`config.mk`:
```
export PLATFORM = sky130hd
export DESIGN_NAME = serial_receiver_flat
export DESIGN_NICKNAME = d
export VERILOG_FILES = /design/src/rtl/serial_receiver_if.sv /design/src/rtl/serial_receiver.sv /design/src/flat_wrapper.sv
export SDC_FILE = /design/constraint.sdc
export NUM_CORES = 1
export LEC_CHECK = 0
export CAP_MARGIN = 10
export CORE_MARGIN = 2
export CORE_UTILIZATION = 30
export CTS_BUF_LIST = sky130_fd_sc_hd__clkbuf_4 sky130_fd_sc_hd__clkbuf_8 sky130_fd_sc_hd__clkbuf_16
export CTS_CLUSTER_DIAMETER = 200
export DETAILED_ROUTE_END_ITERATION = 12
export GPL_TIMING_DRIVEN = 1
export PLACE_DENSITY_LB_ADDON = 0.2
export SLEW_MARGIN = 20
export SYNTH_ARGS = -nofsm -noshare
export SYNTH_HDL_FRONTEND = slang
export SYNTH_SLANG_ARGS = --single-unit
```
`constraint.sdc`:
```
create_clock -name Clk_S -period 4.3 [get_ports Clk_S]
set_input_delay 1.29 -clock Clk_S [delete_from_list [all_inputs] [get_ports Clk_S]]
set_output_delay 1.29 -clock Clk_S [all_outputs]
set_load 0.01 [all_outputs]
```
`src/rtl/serial_receiver_if.sv`:
```
// serial_receiver_if: receive-side handshake bundle between deframer and router core
interface serial_receiver_if #(parameter int DATA_W = 55);
  logic [DATA_W-1:0] RX_Data;
  logic              RX_Data_Valid;
  logic              RX_Ready;
  logic              RX_Parity_Err;
  logic              RX_Overrun;
  modport master (output RX_Data, RX_Data_Valid, RX_Parity_Err, RX_Overrun, input RX_Ready);
  modport slave  (input RX_Data, RX_Data_Valid, RX_Parity_Err, RX_Overrun, output RX_Ready);
endinterface

```
`src/rtl/serial_receiver.sv`:
```
// serial_receiver: deframes a start/MSB-first payload/even-parity stream into a one-entry valid/ready holding register
module serial_receiver #(
  parameter int DATA_W = 55,
  parameter int CNT_W  = 6
) (
  input  logic             Clk_S,
  input  logic             Rst,
  input  logic             S_Data,
  serial_receiver_if.master rx
);
  typedef enum logic [1:0] {IDLE, SHIFT, PARITY} state_t;
  state_t            state_q;
  logic [CNT_W-1:0]  cnt_q;
  logic [DATA_W-1:0] shift_q, data_q;
  logic              valid_q, perr_q, ovr_q;
  logic              par_ok, drain, last;
  assign par_ok = (^shift_q) == S_Data;
  assign drain  = valid_q & rx.RX_Ready;
  assign last   = cnt_q == CNT_W'(DATA_W - 1);
  always_ff @(posedge Clk_S or posedge Rst) begin
    if (Rst) begin
      state_q <= IDLE;
      cnt_q   <= '0;
      shift_q <= '0;
      data_q  <= '0;
      valid_q <= 1'b0;
      perr_q  <= 1'b0;
      ovr_q   <= 1'b0;
    end else begin
      perr_q <= 1'b0;
      ovr_q  <= 1'b0;
      if (drain) valid_q <= 1'b0;
      if (state_q == IDLE) begin
        if (S_Data) begin
          state_q <= SHIFT;
          cnt_q   <= '0;
        end
      end else if (state_q == SHIFT) begin
        shift_q <= {shift_q[DATA_W-2:0], S_Data};
        cnt_q   <= cnt_q + 1'b1;
        if (last) state_q <= PARITY;
      end else begin
        state_q <= IDLE;
        // a drain on this edge frees the slot, so the new word may replace it
        if (!par_ok) perr_q <= 1'b1;
        else if (!valid_q || rx.RX_Ready) begin
          data_q  <= shift_q;
          valid_q <= 1'b1;
        end else ovr_q <= 1'b1;
      end
    end
  end
  assign rx.RX_Data       = data_q;
  assign rx.RX_Data_Valid = valid_q;
  assign rx.RX_Parity_Err = perr_q;
  assign rx.RX_Overrun    = ovr_q;
endmodule

```
`src/flat_wrapper.sv`:
```
// flat-port wrapper written by rule: the top's interface ports become plain ports
module serial_receiver_flat 
#(
  parameter int DATA_W = 55,
  parameter int CNT_W  = 6
)
  (Clk_S, Rst, S_Data, rx_RX_Data, rx_RX_Data_Valid, rx_RX_Parity_Err, rx_RX_Overrun, rx_RX_Ready);
  serial_receiver_if #(.DATA_W(DATA_W)) rx_i ();
  input  logic Clk_S;
  input  logic Rst;
  input  logic S_Data;
  output wire logic [$bits(rx_i.RX_Data)-1:0] rx_RX_Data;
  output wire logic [$bits(rx_i.RX_Data_Valid)-1:0] rx_RX_Data_Valid;
  output wire logic [$bits(rx_i.RX_Parity_Err)-1:0] rx_RX_Parity_Err;
  output wire logic [$bits(rx_i.RX_Overrun)-1:0] rx_RX_Overrun;
  input wire logic [$bits(rx_i.RX_Ready)-1:0] rx_RX_Ready;
  assign rx_RX_Data = rx_i.RX_Data;
  assign rx_RX_Data_Valid = rx_i.RX_Data_Valid;
  assign rx_RX_Parity_Err = rx_i.RX_Parity_Err;
  assign rx_RX_Overrun = rx_i.RX_Overrun;
  assign rx_i.RX_Ready = rx_RX_Ready;
  serial_receiver #(.DATA_W(DATA_W), .CNT_W(CNT_W)) u_core (.Clk_S(Clk_S), .Rst(Rst), .S_Data(S_Data), .rx(rx_i));
endmodule
```
Yosys cells after proc, flatten, opt, wreduce, memory -nomap -nowiden
Cells that the tools add are included.

storage, ports and cells
  flip-flop bits (word level) = 121
  output and inout port bits = 58
  input bits = 4
  logic and storage cells = 44

operators by class
  add/sub/neg operators = 1
  multiplexer cells = 19
  bitwise operators = 3
  reduce and logical (&&, ||, !) cells = 9
  eq/ne operators = 5

operator list
  operator                                             count
  XOR reduction 55 bit                                 1
  two-way mux 6 bit                                    3
  two-way mux 1 bit                                    12
  two-way mux 2 bit                                    4
  adder 6 x 1 -> 6 bit, second input constant          1
  equality test 6 bit, second input constant           1
  AND reduction 2 bit                                  3
  AND reduction 4 bit                                  1
  != test 3 x 1 -> 1 bit, second input constant        1
  equality test 2 x 1 -> 1 bit, second input constant  1
  logical NOT 2 bit                                    1
  != test 2 bit, second input constant                 1
  NOT 1 bit                                            2
  nonzero test 2 bit                                   1
  AND 1 bit                                            1
  equality test 1 bit                                  1
  logical NOT 1 bit                                    1
  logical OR 1 bit                                     1

Depth between registers and ports, before layout
  word-level depth = 6
  mapped depth = 8
  mapped depth without buffers = 7

Worst setup path after synthesis
No wires, ideal clock.

  path kind = input port to flip-flop
  from = in S_Data
  to = reg u_core.data_q[0] (netlist: u_core.rx.RX_Data[0])
  required time = 4.175 ns
  data arrival time = 2.928 ns
  setup slack = 1.247 ns
  cell stages on the path = 8
  path buffers = 1
  cell sequence = xnor2_1 xnor2_1 xnor2_1 xnor2_1 xnor3_2 nor2_8 buf_12 mux2_4

between the ends
  longest elaborated chain between the ends = 2

ends and longest elaborated chain
  what                                  RTL line               source
  start, declared                       flat_wrapper.sv:11     input logic S_Data;
  equality test 1 bit                   serial_receiver.sv:17  assign par_ok = (^shift_q) == S_Data;
  AND reduction 4 bit (no source line)  --
  end signal, assigned                  serial_receiver.sv:47  data_q <= shift_q;
  end, declared                         serial_receiver.sv:14  logic [DATA_W-1:0] shift_q, data_q;

Every way passes these cells.
A chain may end at the register's enable or synchronous reset.

Worst setup path in the final report
  from = in S_Data
  to = reg u_core.data_q[47] (netlist: u_core.rx.RX_Data[47])

Same word-level chain as after synthesis.

==> impl_results.md <==
* Final period util at 76.8%
* Hold Vio Cnt, Final at 0
* Critical Path AT at 3590 ps
* Fraction of power spent switching nets at 33.4%
* DRC viols at 0
* First-pass GRT wire length at 16000 um
* Combinational share of power at 46.6%
* Final GP Congestion at 0.694
* Sequential Power Share at 31.4%
* Post-Syn Nets at 344
* Vias in the first global route at 2979
* Nets@finish at 418
* Syn Area/Cell at 15.8 sq um
* Die W at 137 um
* Worst Setup Path Type: in2reg
* Clock Power Share at 22.0%
* Routed Antenna Nets at 0
* Mapped Area at 0.00533 sq mm
* Slowest CP cell: clkdlybuf4s50_1
* CP peak stage delay at 540 ps
* Clock sink count at 121
* Final setup TNS at 0 ps
* WHS Endpoint: u_core.rx.RX_Data[45]
* Ys Warns at 0
* Die H at 137 um
* CTS tree: built
* Reg clk slew, reported paths at 50 ps
* RSZ-0062 raised after global routing: false
* Wire per inst at 14.8 um
* CP Max Fanout at 41
* VDD IR max at 0.00100 V
* CTS H-Tree Depth at 4
* CP endpoint kind: flip-flop
* IO Pins at 62
* CP Cell Sequence: clkdlybuf4s50_1 > xnor2_1 > xnor2_1 > xnor2_1 > xnor2_1 > xnor3_2 > nor2_8 > buf_12 > mux2_2
* # placed instances at 618
* Worst hold stages at 1
* Reg2Reg Capture Point: u_core.rx.RX_Data[47]
* Slew headroom at 47.3%
* Number of fill cells at 1645
* Final setup fails at 0
* Gr usage total at 11.4%
* Outcome: finished, final reports clean
* Power density over the cells at 901 mW/mm^2
* Hold_sp: u_core.rx.RX_Data[45]
* Final wirelength at 9600 um
* Share of layout cells above drive strength 1 at 36.0%
* Register area share after synthesis at 56.9%
* Grt ovf at 0
* Initial antenna violation count at 0
* Rows at 48
* Synth Instances at 338
* Initial Util at 30.8%
* DR pass1 iterations at 4
* Critical Path Most Common Cell: xnor2_1
* Worst reg-to-reg setup slack at 1390 ps
* Diode count at 0
* Initial DRC count at 103
* PostCTS Resize Cnt at 0
* Worst Max-Slew Pin Slew at 791 ps
* Die area at 0.0188 sq mm
* CTS max path bufs at 2
* Largest net degree at the start of global routing at 58
* Setup Skew at 6.51 ps
* Cts hold-fix bufs at 0
* Final HPWL DP at 6340 um
* Vias after detailed routing at 2782
* Num CTS Buffers at 17
* Req. time, crit path at 4590 ps
* Core area at 0.0173 sq mm
* Hold WS at 508 ps
* Fmax at 0.303 GHz
* Hold/Removal Path Class: reg2reg
* Pleak at 2.92 nW
* Minimum clock period at 3300 ps
* Layout area overhead at 26.4%
* Root Driver: clkbuf_16
* Crit start category: primary input
* Int Pwr at 0.00404 W
* Worst Reg-to-Reg Cells at 8
* Post-CTS setup buffer count at 0
* Clock Latency Late Sink at 410 ps
* Max Cap Violations at 0
* Final slew viol count at 0
* Reg2reg start: u_core.shift_q[16]
* NetSw at 0.00202 W
* # port buffers at 61
* Synth unique cells at 27
* Post-Layout Cell Count at 650
* #FFs+latches synth at 121
* Routed vias/inst at 4.28
-- placed cells by master (no fill, tap or decap) --
cell / netlist / final
and3_1: 1 / 1
buf_4: 0 / 4
a21oi_1: 2 / 2
clkbuf_4: 0 / 3
clkinv_2: 0 / 7
xnor3_2: 1 / 1
o21ai_0: 6 / 6
clkbuf_16: 0 / 17
clkdlybuf4s50_1: 0 / 61
clkinvlp_4: 0 / 2
mux2i_1: 2 / 2
ha_1: 2 / 2
mux2_2: 60 / 60
xnor2_2: 1 / 1
o21bai_1: 1 / 1
nand3_1: 2 / 2
xor2_1: 7 / 7
nor2_1: 4 / 4
nand2b_1: 3 / 2
nor3b_1: 1 / 1
inv_1: 4 / 3
nor2_8: 1 / 1
nand4_1: 1 / 1
and2_1: 1 / 1
xnor3_1: 1 / 1
clkbuf_8: 0 / 3
xnor2_1: 43 / 43
bufinv_16: 0 / 1
nor2b_1: 1 / 1
nand2b_2: 0 / 1
nor3_1: 2 / 2
nand2_1: 8 / 8
buf_12: 5 / 2
dfrtp_1: 121 / 121
mux2_4: 50 / 50
-- power groups by stage --
stage	Sequential, W	Combinational (W)	Clock [W]
floorplan	0.00186	0.00228	0
global placement	0.00192	0.00284	0
detailed placement	0.00193	0.00287	0
CTS	0.00192	0.00289	0.00138
global route	0.00197	0.00301	0.00143
finish	0.00190	0.00283	0.00134
-- Yosys cell counts, drive strengths merged --
cell    number  share of area (%)
dfrtp      121                 57
nand2b       3               0.35
nand3        2               0.19
xnor3        2               0.87
clkbuf       7               0.49
o21bai       1               0.14
mux2i        2               0.38
xor2         7                1.2
nand2        8               0.56
ha           2               0.47
and2         1               0.12
nor2b        1               0.12
buf          5                1.9
nand4        1               0.12
inv          4               0.28
xnor2       44                7.4
a21oi        2               0.19
nor3         2               0.19
nor2         5               0.66
o21ai        6               0.56
nor3b        1               0.14
and3         1               0.12
mux2       110                 27
-- area by class of cell --
type	instances	area [sq um]	share of cell area [%]
Multi-Input combinational cell	201	2160	32.1
Sequential cell	121	3030	45.0
Timing Repair Buffer	67	681	10.1
Inverter	4	18.8	0.279
Tap cell	225	282	4.18
Clock buffer	23	489	7.27
Clock inverter	9	72.6	1.08
-- flip-flops by register name (all words and copies together) (netlist names) --
signal and count:
u_core.rx.RX_Data_Valid 1, u_core.state_q 2, u_core.rx.RX_Overrun 1, u_core.shift_q 55, u_core.cnt_q 6, u_core.rx.RX_Data 55
u_core.rx.RX_Parity_Err 1
-- through the flow --
step | util, % | total power, W | instance area [sq um] | setup WS, ps
after CTS | 38.9 | 0.00618 | 6730 | 1010
final | 38.9 | 0.00607 | 6730 | 998
after global routing | 38.9 | 0.00641 | 6730 | 865
after detailed placement | 35.7 | 0.00481 | 6170 | 568
after floorplan | - | 0.00415 | 5330 | 1250
after global placement | 35.7 | 0.00476 | 6170 | 587
-- kinds of logic after synthesis --
| family | after synthesis | synth area share, % |
|---|---|---|
| xor+xnor | 53 | 9.40 |
| fa+ha+maj | 2 | 0.470 |
| flops | 121 | 56.9 |
| mux | 112 | 27.2 |
| buf+inv | 16 | 2.66 |
| simple gates | 25 | 2.56 |
| compound gates | 9 | 0.893 |
-- worst max-delay path, delay by kind of cell --
kind	cells	cell delay (ps)
xor gates and xnor gates	5	930
buffers and inverters	2	850
and+or+nand+nor	1	150
muxes	1	370
-- worst max-delay path by stage --
stage                            endpoint  slack (ps)  cells after the start  startpoint
finish              u_core.rx.RX_Data[47]        1000                      9      S_Data
CTS                 u_core.rx.RX_Data[47]        1010                      9      S_Data
floorplan            u_core.rx.RX_Data[0]        1250                      8      S_Data
global placement    u_core.rx.RX_Data[47]         590                      9      S_Data
detailed placement  u_core.rx.RX_Data[47]         570                      9      S_Data
global route        u_core.rx.RX_Data[47]         860                      9      S_Data
-- routing by layer --
layer | GRT usage [%] | share of wire [%] | up-vias | wire (um)
met5 | 0 | 0 | - | 0
met4 | 5.61 | 1.6 | 0 | 154
met3 | 3.13 | 3.5 | 11 | 338
met2 | 16.7 | 46 | 60 | 4450
met1 | 15.4 | 48 | 1397 | 4650
li1 | - | - | 1314 | -
Power figures use the tool's default switching activity.
